## src/rtl/sub_serial_reg.sv

```systemverilog
// Bit-serial subtractor, LSB first, start/done handshake.
// Optional SUB_OVF_EN adds a registered signed-overflow output ovf.
module sub_serial_reg #(
    parameter int WIDTH = 8
) (
    input  logic             clk,
    input  logic             rst_n,
    input  logic             start,
    input  logic [WIDTH-1:0] a,
    input  logic [WIDTH-1:0] b,
    input  logic             bin,
    output logic             busy,
    output logic             done,
    output logic [WIDTH-1:0] diff,
`ifdef SUB_OVF_EN
    output logic             bout,
    output logic             ovf
`else
    output logic             bout
`endif
);

    localparam int CW = (WIDTH > 2) ? $clog2(WIDTH) : 1;

    typedef enum logic [1:0] {
        IDLE = 2'd0,
        RUN  = 2'd1,
        DONE = 2'd2
    } state_t;

    state_t           state;
    logic [WIDTH-1:0] sa;
    logic [WIDTH-1:0] sb;
    logic [WIDTH-1:0] res;
    logic             br;
    logic [CW-1:0]    cnt;
    logic             d;
    logic             br_nxt;
    logic [WIDTH-1:0] res_nxt;
    logic             last;
`ifdef SUB_OVF_EN
    logic             a_msb;
    logic             b_msb;
`endif

    // Single full-subtractor cell on the current LSBs
    always_comb begin
        d       = sa[0] ^ sb[0] ^ br;
        br_nxt  = (~sa[0] & sb[0]) | (~(sa[0] ^ sb[0]) & br);
        res_nxt = {d, res[WIDTH-1:1]};
        last    = (cnt == CW'(WIDTH - 1));
    end

    always_ff @(posedge clk or negedge rst_n) begin
        if (!rst_n) begin
            state <= IDLE;
            sa    <= '0;
            sb    <= '0;
            res   <= '0;
            br    <= 1'b0;
            cnt   <= '0;
            busy  <= 1'b0;
            done  <= 1'b0;
            diff  <= '0;
            bout  <= 1'b0;
`ifdef SUB_OVF_EN
            a_msb <= 1'b0;
            b_msb <= 1'b0;
            ovf   <= 1'b0;
`endif
        end else begin
            unique case (state)
                IDLE, DONE: begin
                    done <= 1'b0;
                    if (start) begin
                        sa    <= a;
                        sb    <= b;
                        br    <= bin;
                        cnt   <= '0;
                        busy  <= 1'b1;
                        state <= RUN;
`ifdef SUB_OVF_EN
                        a_msb <= a[WIDTH-1];
                        b_msb <= b[WIDTH-1];
`endif
                    end else begin
                        state <= IDLE;
                    end
                end
                RUN: begin
                    sa  <= sa >> 1;
                    sb  <= sb >> 1;
                    res <= res_nxt;
                    br  <= br_nxt;
                    cnt <= cnt + 1'b1;
                    if (last) begin
                        state <= DONE;
                        busy  <= 1'b0;
                        done  <= 1'b1;
                        diff  <= res_nxt;
                        bout  <= br_nxt;
`ifdef SUB_OVF_EN
                        ovf   <= (a_msb ^ b_msb) & (a_msb ^ d);
`endif
                    end
                end
                default: state <= IDLE;
            endcase
        end
    end

endmodule

```

## config.mk

```make
export PLATFORM = sky130hd
export DESIGN_NAME = sub_serial_reg
export DESIGN_NICKNAME = d
export VERILOG_FILES = /design/src/rtl/sub_serial_reg.sv
export SDC_FILE = /design/constraint.sdc
export NUM_CORES = 1
export LEC_CHECK = 0
export BUFFER_PORTS_ARGS = -buffer_cell sky130_fd_sc_hd__buf_2
export CORE_MARGIN = 2
export CORE_UTILIZATION = 55
export CTS_CLUSTER_SIZE = 30
export DETAILED_ROUTE_END_ITERATION = 16
export PLACE_DENSITY_LB_ADDON = 0.2
export SLEW_MARGIN = 20
export SYNTH_ARGS = -nofsm -noshare
export SYNTH_HDL_FRONTEND = slang
export SYNTH_SLANG_ARGS = --single-unit
```

## constraint.sdc

```tcl
create_clock -name clk -period 1.8 [get_ports clk]
set_input_delay 0.27 -clock clk [delete_from_list [all_inputs] [get_ports clk]]
set_output_delay 0.27 -clock clk [all_outputs]
set_load 0.03 [all_outputs]
```

==> results.py, run 1 <==
metrics = {
    "detailed_routing": {
        "drc_errors": 0,
        "routed_wl_mm": 3.09,
        "via_per_inst": 5.32,
        "drtAntennaViolNets": 0,
        "drt_first_pass_iters": 4,
        "wl_per_cell_um": 13.2,
        "drt_iter0_drc": 47,
        "vias": 1239,
    },
    "power": {
        "power_mw": 3.69,
        "p_leak_nw": 0.969,
        "pwr_density_cell_mw_per_mm2": 1730,
        "ir_worst_vdd_mv": 0.691,
    },
    "timing": {
        "layout_min_cycle_time_ns": 1.48,
        "worstMarginPinSlew_ns": 0.470,
        "finalHoldViolCount": 0,
        "setup-tns-final_ns": 0,
        "max_freq_ghz": 0.677,
        "clock_skew_ns": 0.00521,
        "finalSetupViolCount": 0,
        "rsz0062_at_grt": "no",
        "relSlewSlack_pct": 68.6,
        "timing.final.crit_share_pct": 82.1,
        "worst_slack_ns": 0.323,
        "hold_slack_ns": 0.202,
        "finalMaxSlewViolations": 0,
    },
    "die": {
        "core-area_mm2": 0.00331,
        "io_pins": 31,
        "die_area_mm2": 0.00393,
        "die_x_um": 62.7,
        "fp.dieH_um": 62.7,
        "start_util_pct": 57.2,
        "row_count": 21,
    },
    "critical_path": {
        "reg2reg_setup_slack_ns": 0.32,
        "critical_path.max_stage_delay_ns": 0.40,
        "cp_max_fo": 11,
        "r2r-end": "diff[2]",
        "critPathKind": "reg -> reg",
        "r2r_start": "cnt[0]",
        "rr_worst_depth": 4,
        "path_delay_family": "adder cells",
        "cp-start-kind": "flop",
        "cp_slowest_cell": "dfrtp_1",
        "cp.required_ns": 2.03,
        "crit_buf_inv": 0,
        "arrival_ns": 1.71,
        "cp-end-kind": "flop",
        "worstPathCellList": "ha_1 > ha_1 > nand3b_4 > mux2_2",
        "crit_top_cell": "ha_1",
    },
    "cts": {
        "hold_buffers": 1,
        "cts-root-buf": "clkbuf_4",
        "clock_latency_ns": 0.34,
        "post_cts_resized": 0,
        "ctsHtreeMaxLevel": 2,
        "clk_pin_slew_worst_paths_ns": 0.11,
        "post_cts_buffers": 0,
        "cts_buffer_depth": 2,
        "cts_tree": "yes",
        "clock_sinks": 40,
        "numCtsBuffers": 5,
    },
    "yosys": {
        "synth.ff_latch_count": 40,
        "syn-num-nets": 179,
        "synth_cells": 156,
        "ys.warnings.count": 0,
        "synth.top_cell.area_share_pct": 52.9,
        "ys_seq_area_share_pct": 52.9,
        "syn_area_mm2": 0.00189,
        "synthTopCellsByArea": "dfrtp_1 53%, mux2_2 10%, mux2i_1 6.9%",
        "synth_top_area_cell": "dfrtp_1",
        "synth.distinct_cells": 27,
        "avgSynthCellArea_um2": 12.1,
    },
    "global_routing": {
        "grt_first_pass_wirelength_mm": 5.52,
        "globalRouteMet3Util_pct": 5.59,
        "grt_use_met1_pct": 22.0,
        "busiest_layer": "met2",
        "grt-ovfl-total": 0,
        "grtUsageMet2_pct": 30.8,
        "grt_pass1_vias": 1233,
        "grtUsageTotal_pct": 18.2,
        "antenna_found_initial": 0,
        "grt_max_degree": 29,
    },
    "layout": {
        "n_fill_cell": 291,
        "antenna_cells": 0,
        "syn2layout_area_growth_pct": 12.8,
        "drive_gt1_share_pct": 33.7,
        "multi_input_area_um2": 777,
        "final_cell_mix": "40 x dfrtp_1, 30 x buf_2, 17 x mux2_2",
        "regArea_mm2": 0.00100,
        "fin_nets": 210,
        "stdcell_count": 233,
        "layout_commonest_cell": "dfrtp_1",
    },
    "place": {
        "hpwl_mm": 2.22,
        "dp_slack_ns": 0.319,
        "gp_congestion": 0.757,
        "portBuffers": 30,
        "placedCellCount": 225,
    },
    "outcome": {
        "outcome": "complete, no violations",
    },
    "min_path": {
        "min_to": "sa[2]",
        "hold_depth": 3,
        "hp-start": "a[2]",
        "holdCritPathClass": "in -> reg",
    },
    "job": {
        "max_cap_viol_count": 0,
    },
}
power by group:
group          internal, mW  switching [mW]  leakage (nW)  total [mW]
Combinational         0.759           0.798         0.457        1.56
Clock                 0.222           0.269        0.0374       0.491
Sequential             1.34           0.306         0.474        1.65
sequential cells by signal, summed over array words and instances, names as in the netlist:
signal  count
bout        1
state       2
cnt         3
res         7
sa          8
br          1
done        1
diff        8
sb          8
busy        1
area by class of cell:
cell class	count	area share [%]
clock buffer	7	3.05
timing repair buffer	37	9.61
tap	46	2.69
inverter	8	1.41
multi-input combinational	95	36.4
sequential	40	46.9
synthesized netlist by cell type:
library cell and count:
ha_1 2, buf_2 5, o221ai_1 1, o22ai_1 2, mux2_4 1, nand3b_4 1, a22o_1 2, a211oi_1 12
nor2_1 1, o21ai_0 6, o21bai_1 1, nor2b_1 13, dfrtp_1 40, nand2b_4 1, buf_6 3, o21a_1 1
buf_4 2, nand2b_1 1, fa_1 1, mux2i_1 13, nand2_1 1, inv_1 8, nand3_1 4, mux2_2 17
a31oi_1 2, a21oi_1 12, clkbuf_1 3
through the flow:
step	utilization (%)	cell area, µm²
finish	64.5	2140
global route	64.5	2140
CTS	64.5	2140
detailed placement	62.2	2060
global placement	62.2	2060
floorplan	-	1890
worst register-to-register path, delay by kind of cell, from the launching register on:
family        cells  cell delay (ns)
fa+ha+maj         2             0.44
flops             1             0.40
mux               1             0.36
simple gates      1             0.17
per-layer routing:
| metal | routed length [µm] | vias to the layer above |
|---|---|---|
| li1 | - | 609 |
| met1 | 1410 | 599 |
| met2 | 1510 | 29 |
| met3 | 145 | 2 |
| met4 | 19 | 0 |
| met5 | 0 | - |
cell families (layout without fill, tap and decap cells):
family / count (synthesis) / in the layout / share of synthesized area [%]
AO/OA/AOI/OAI: 39 / 39 / 13.0
adder cells (fa/ha/maj): 3 / 3 / 2.38
buffers and inverters: 21 / 52 / 6.08
flip-flops: 40 / 40 / 52.9
multiplexers: 31 / 31 / 17.8
AND/OR/NAND/NOR: 22 / 22 / 7.87
worst max path at each step:
| stage | start | endpoint | slack [ns] | cells after the start |
|---|---|---|---|---|
| after floorplan | cnt[0] | diff[1] | 0.29 | 5 |
| after global placement | cnt[0] | diff[6] | 0.37 | 4 |
| after detailed placement | cnt[0] | diff[0] | 0.32 | 4 |
| after CTS | cnt[0] | diff[0] | 0.30 | 4 |
| after global routing | cnt[0] | diff[3] | 0.24 | 4 |
| final | cnt[0] | diff[2] | 0.32 | 4 |
Note: power is estimated with default switching activity, not from simulation.
==> run 2, diff against run 1 <==
ABC_AREA = 1   (was not set)
clock period = 1.4 ns   (was 1.8 ns; I/O delays follow)
==> run 2 against run 1 <==
- final cell count grew 33%
- area after synthesis increased by 1.7%
- fmax up 13%
- power increased by 42%
- hold slack worse by 0.14 ns
- worst setup slack got worse by 0.23 ns
- die area grew 1.6%
- sequential power rose by 21%
- via count grew 19%
- clock skew grew 0.0097 ns
- non-clock buffer count is 1 higher
- sequential share of layout area decreased by 1.4 points
- largest cell class unchanged
==> results.py, run 2 <==
metrics = {
    "yosys": {
        "ys.warnings.count": 0,
        "yosysMostFrequentCell": "nand2_1",
        "synth_top_family_by_area": "simple AND/OR/NAND/NOR gates",
        "synth_edf_count": 0,
        "synth_top_area_cell": "dfrtp_1",
        "synth_cells": 227,
        "synth_ff_type": "dfrtp_1",
        "synthAdderAreaFrac_pct": 2.34,
        "synth.ff_latch_count": 40,
        "ys_seq_area_share_pct": 52.0,
        "synthTopCellsByArea": "dfrtp_1 52%, nand2_1 15%, inv_1 7.8%",
        "syn_area_mm2": 0.00193,
        "synth_compound_area_share_pct": 6.50,
        "synthMuxAreaShare_pct": 0,
        "syn-num-nets": 250,
        "synthXorXnorAreaFrac_pct": 0,
        "synth.top_cell.area_share_pct": 52.0,
        "synth_commonest_cells": "76 x nand2_1, 40 x dfrtp_1, 40 x inv_1",
        "synth-async-reset-ratio_pct": 100,
        "avgSynthCellArea_um2": 8.48,
        "synth.distinct_cells": 19,
        "synth-simple-area-share_pct": 25.2,
    },
    "critical_path": {
        "critPathKind": "reg -> reg",
        "path_delay_family": "flip-flops",
        "cp_max_fo": 16,
        "cp_slowest_cell": "dfrtp_1",
        "cp-end-kind": "flop",
        "cp-start-kind": "flop",
        "arrival_ns": 1.61,
        "critical_path.max_stage_delay_ns": 0.42,
        "worstPathCellList": "ha_1 > ha_1 > nand2_2 > buf_12 > nand2_1 > o21ai_2",
        "crit_top_cell": "ha_1",
        "crit_buf_inv": 1,
        "cp.required_ns": 1.70,
    },
    "detailed_routing": {
        "drc_errors": 0,
        "wl_per_cell_um": 10.8,
        "via_per_inst": 4.79,
        "drtAntennaViolNets": 0,
        "drt_first_pass_iters": 4,
        "drt_iter0_drc": 78,
        "routed_wl_mm": 3.34,
        "vias": 1479,
    },
    "die": {
        "core-area_mm2": 0.00334,
        "die_area_mm2": 0.00399,
        "row_count": 21,
        "fp.dieH_um": 63.2,
        "die_x_um": 63.2,
        "io_pins": 31,
        "start_util_pct": 57.7,
    },
    "place": {
        "placedCellCount": 300,
        "gp_congestion": 0.758,
        "hpwl_mm": 2.37,
        "postPlaceCellArea_mm2": 0.00211,
        "dp_slack_ns": 0.109,
        "portBuffers": 30,
    },
    "power": {
        "p_int_mw": 2.96,
        "comb_power_share_pct": 47.5,
        "power_mw": 5.26,
        "switching_power_mw": 2.30,
        "ir_worst_vdd_mv": 1.44,
        "pwr_density_cell_mw_per_mm2": 2390,
        "p_seq_share_pct": 38.1,
        "power.share.clock_pct": 14.5,
        "sw_frac_of_total_pct": 43.7,
        "p_leak_nw": 1.27,
    },
    "timing": {
        "worstMarginPinSlew_ns": 0.417,
        "max_freq_ghz": 0.764,
        "setup-tns-final_ns": 0,
        "finalMaxSlewViolations": 0,
        "layout_min_cycle_time_ns": 1.31,
        "clock_skew_ns": 0.0150,
        "rsz0062_at_grt": "no",
        "finalHoldViolCount": 0,
        "relSlewSlack_pct": 72.2,
        "worst_slack_ns": 0.0912,
        "hold_slack_ns": 0.0647,
        "finalSetupViolCount": 0,
        "timing.final.crit_share_pct": 93.5,
    },
    "cts": {
        "numCtsBuffers": 5,
        "ctsHtreeMaxLevel": 2,
        "clk_pin_slew_worst_paths_ns": 0.13,
        "clock_sinks": 40,
        "cts-root-buf": "clkbuf_4",
        "cts_buffer_depth": 2,
        "cts_tree": "yes",
        "clock_latency_ns": 0.36,
    },
    "global_routing": {
        "antenna_found_initial": 0,
        "grt_first_pass_wirelength_mm": 6.12,
        "grt_pass1_vias": 1384,
        "grt_max_degree": 24,
        "grtUsageTotal_pct": 19.6,
        "grt-ovfl-total": 0,
    },
    "layout": {
        "stdcell_count": 309,
        "final_cell_mix": "76 x nand2_1, 40 x inv_1, 40 x dfrtp_1",
        "regArea_mm2": 0.00100,
        "design_area_mm2": 0.00220,
        "reg_top3": "diff (8), sa (8), sb (8)",
        "n_fill_cell": 313,
        "multi_input_area_um2": 656,
        "utilization_pct": 66.0,
        "drive_gt1_share_pct": 23.6,
        "antenna_cells": 0,
        "layout_commonest_cell": "nand2_1",
        "syn2layout_area_growth_pct": 14.4,
        "fin_nets": 285,
    },
    "outcome": {
        "outcome": "complete, no violations",
    },
    "job": {
        "max_cap_viol_count": 0,
    },
    "min_path": {
        "holdCritPathClass": "in -> reg",
    },
}
-- run 2: changes by cell type after synthesis, moves of 3 or more --
cell,before,now
a211oi_1,12,0
a21oi_1,12,1
buf_6,3,6
clkbuf_1,3,0
inv_1,8,40
mux2_2,17,0
mux2i_1,13,0
nand2_1,1,76
nand2_4,0,3
nand3_1,4,29
nor2b_1,13,0
o21ai_0,6,10
o21ai_2,0,8
-- run 2: cell families after synthesis --
logic type,count (synthesis)
simple gates,111
buf+inv,54
flops,40
compound gates,19
fa+ha+maj,3
-- run 2: what timing repair did --
action | in CTS | in global routing
hold endpoints to repair | 17 | 0
gates resized for setup | 0 | 0
hold buffers | 1 | 0
setup buffers | 0 | 0
-- run 2: power groups by stage --
stage / Sequential [mW] / Combinational (mW) / Clock [mW]
finish: 2.00 / 2.49 / 0.760
global route: 2.06 / 2.92 / 0.825
CTS: 2.00 / 2.53 / 0.767
detailed placement: 2.03 / 2.51 / 0
global placement: 2.01 / 2.44 / 0
floorplan: 2.23 / 1.82 / 0
-- run 2: area by class of cell --
type | count | share of cell area (%)
well taps | 46 | 2.61
multi-input cells | 133 | 29.8
clock buffers | 5 | 1.70
inverters | 44 | 7.78
flip-flops and latches | 40 | 45.4
clock inverters | 3 | 1.93
repair buffers | 38 | 10.8
-- run 2: metal layers --
metal  share of wire [%]  track usage, %  vias to the layer above
met5                   0               0                        -
met4                 1.7            8.42                        0
met3                 4.5            3.75                        6
met2                  46            30.9                       35
met1                  47            26.8                      679
li1                    -               -                      759
-- run 2: worst paths after layout --
check,start,slack (ns),cells after the start,to
hold / removal,b[7],0.06,3,sb[7]
min in group asynchronous,rst_n,0.30,2,res[3]
setup reg to reg,cnt[0],0.09,6,diff[4]
setup / recovery,cnt[0],0.09,6,diff[4]
max in group asynchronous,rst_n,0.63,3,sb[4]
hold reg to reg,diff[6],0.49,2,diff[6]
-- run 2: worst register-to-register path: stages (launching register included) --
cell	delay, ns
dfrtp_1	0.42
ha_1	0.20
ha_1	0.19
nand2_2	0.15
buf_12	0.17
nand2_1	0.07
o21ai_2	0.05
==> run 3, diff against run 2 <==
--- a/config.mk
+++ b/config.mk
@@ -10,3 +10,4 @@
 export CORE_MARGIN = 2
-export CORE_UTILIZATION = 55
+export CORE_UTILIZATION = 35
+export CTS_CLUSTER_DIAMETER = 30
 export CTS_CLUSTER_SIZE = 30
==> constraint.sdc (replaced) <==
create_clock -name clk -period 1.4 [get_ports clk]
set_input_delay 0.07 -clock clk [delete_from_list [all_inputs] [get_ports clk]]
set_output_delay 0.07 -clock clk [all_outputs]
set_load 0.03 [all_outputs]
==> run 3 against run 2 <==
- combinational power is essentially flat
- sequential power is essentially flat
- flip-flop and latch count is the same
==> results.py, run 3 (synthesis gave the netlist of run 2 again) <==
metrics = {
    "cts": {
        "cts-root-buf": "clkbuf_8",
        "clock_latency_ns": 0.29,
        "cts_tree": "yes",
        "numCtsBuffers": 5,
        "clock_sinks": 40,
        "cts_buffer_depth": 2,
        "ctsHtreeMaxLevel": 2,
        "clk_pin_slew_worst_paths_ns": 0.08,
        "post_cts_buffers": 0,
    },
    "layout": {
        "final_cell_mix": "76 x nand2_1, 40 x inv_1, 40 x dfrtp_1",
        "fin_nets": 287,
        "drive_gt1_share_pct": 23.4,
        "reg_top3": "diff (8), sa (8), sb (8)",
        "layout_commonest_cell": "nand2_1",
        "syn2layout_area_growth_pct": 18.1,
        "antenna_cells": 0,
        "n_fill_cell": 551,
        "design_area_mm2": 0.00227,
    },
    "critical_path": {
        "cp-start-kind": "flop",
        "critical_path.max_stage_delay_ns": 0.40,
        "startpoint": "cnt[0]",
        "critPathKind": "reg -> reg",
        "worstPathCellList": "ha_1 > ha_1 > nand2_4 > buf_4 > nand2_1 > o21ai_2",
        "cp_slowest_cell": "dfrtp_1",
        "reg2reg_setup_slack_ns": 0.12,
        "r2r-end": "bout",
        "r2r_start": "cnt[0]",
        "crit_top_cell": "ha_1",
        "setup.worst_path.end": "bout",
        "cp_max_fo": 6,
        "arrival_ns": 1.50,
        "rr_worst_depth": 6,
        "cp.required_ns": 1.62,
        "cp-end-kind": "flop",
    },
    "global_routing": {
        "grt-ovfl-total": 0,
        "grt_max_degree": 41,
        "antenna_found_initial": 0,
        "grt_first_pass_wirelength_mm": 6.17,
        "grt_pass1_vias": 1357,
        "grtUsageTotal_pct": 12.8,
    },
    "detailed_routing": {
        "vias": 1466,
        "routed_wl_mm": 3.57,
        "wl_per_cell_um": 10.6,
        "drtAntennaViolNets": 0,
        "via_per_inst": 4.35,
        "drt_first_pass_iters": 4,
        "drt_iter0_drc": 135,
        "drc_errors": 0,
    },
    "die": {
        "start_util_pct": 35.6,
        "row_count": 27,
        "die_area_mm2": 0.00611,
        "die_x_um": 78.2,
        "io_pins": 31,
        "fp.dieH_um": 78.2,
        "core-area_mm2": 0.00541,
    },
    "timing": {
        "setup-tns-final_ns": 0,
        "finalHoldViolCount": 0,
        "max_freq_ghz": 0.780,
        "finalSetupViolCount": 0,
        "finalMaxSlewViolations": 0,
        "timing.final.crit_share_pct": 91.5,
        "rsz0062_at_grt": "no",
        "worstMarginPinSlew_ns": 0.507,
        "relSlewSlack_pct": 66.2,
        "clock_skew_ns": 0.00604,
        "layout_min_cycle_time_ns": 1.28,
    },
    "place": {
        "gp_congestion": 0.693,
        "hpwl_mm": 2.43,
        "postPlaceCellArea_mm2": 0.00214,
        "portBuffers": 30,
    },
    "power": {
        "pwr_density_cell_mw_per_mm2": 2380,
        "p_leak_nw": 1.29,
        "ir_worst_vdd_mv": 0.754,
    },
    "min_path": {
        "holdCritPathClass": "in -> reg",
        "hold_depth": 3,
    },
    "outcome": {
        "outcome": "complete, no violations",
    },
    "job": {
        "max_cap_viol_count": 0,
    },
}
==> run 3: cell count changes in the layout (fill, tap and decap cells not counted), sizes merged <==
cell	delta
clkinvlp	-1
buf	+1
clkbuf	+1
dlygate4sd3	+1
==> run 3: area by class of cell <==
type	count	area, µm²	area share (%)
multi-input cells	133	661	29.1
clock inverters	2	35.0	1.54
clock buffers	6	72.6	3.19
well taps	72	90.1	3.96
inverters	44	171	7.54
flip-flops and latches	40	1000	44.0
repair buffers	40	243	10.7
==> run 3: critical path, delay by kind of cell, from the launching register on <==
family	cells	cell delay [ns]
fa+ha+maj	2	0.42
buf+inv	1	0.16
simple gates	2	0.19
flops	1	0.40
compound gates	1	0.05
==> run 3: power by group <==
| part | switching, mW | internal [mW] |
|---|---|---|
| Clock | 0.392 | 0.529 |
| Sequential | 0.294 | 1.71 |
| Combinational | 1.60 | 0.891 |
==> run 3: timing repair <==
action | in CTS | in global routing
endpoints found under the setup margin | 0 | 2
hold buffers | 2 | 0
resized for setup | 0 | 1
hold endpoints to repair | 41 | 0
==> run 3: stage by stage <==
| step | utilization [%] | hold slack [ns] | power (mW) | instances | worst slack, ns |
|---|---|---|---|---|---|
| detailed placement | 39.6 | 0.164 | 4.56 | 327 | 0.102 |
| global placement | 39.6 | 0.170 | 4.52 | 327 | 0.124 |
| floorplan | - | -0.226 | 4.05 | 227 | 0.190 |
| global route | 42.1 | 0.0199 | 5.98 | 337 | 0.0304 |
| finish | 42.1 | 0.00483 | 5.42 | 337 | 0.119 |
| CTS | 42.0 | 0.00260 | 5.50 | 337 | 0.0714 |
==> run 3: metal layers <==
metal | track usage (%) | up-vias | share of wire, %
li1 | - | 761 | -
met1 | 17.5 | 681 | 49
met2 | 19.5 | 21 | 47
met3 | 3.22 | 3 | 3.3
met4 | 4.74 | 0 | 0.42
met5 | 0 | - | 0
==> run 3: how the worst min path moves through the flow <==
stage	start	to	slack, ns
after global placement	rst_n	sb[3]	0.17
after detailed placement	rst_n	sb[3]	0.16
after CTS	a[7]	sa[7]	0.003
after floorplan	rst_n	bout	-0.23
after global routing	a[7]	sa[7]	0.02
final	a[7]	sa[7]	0.005
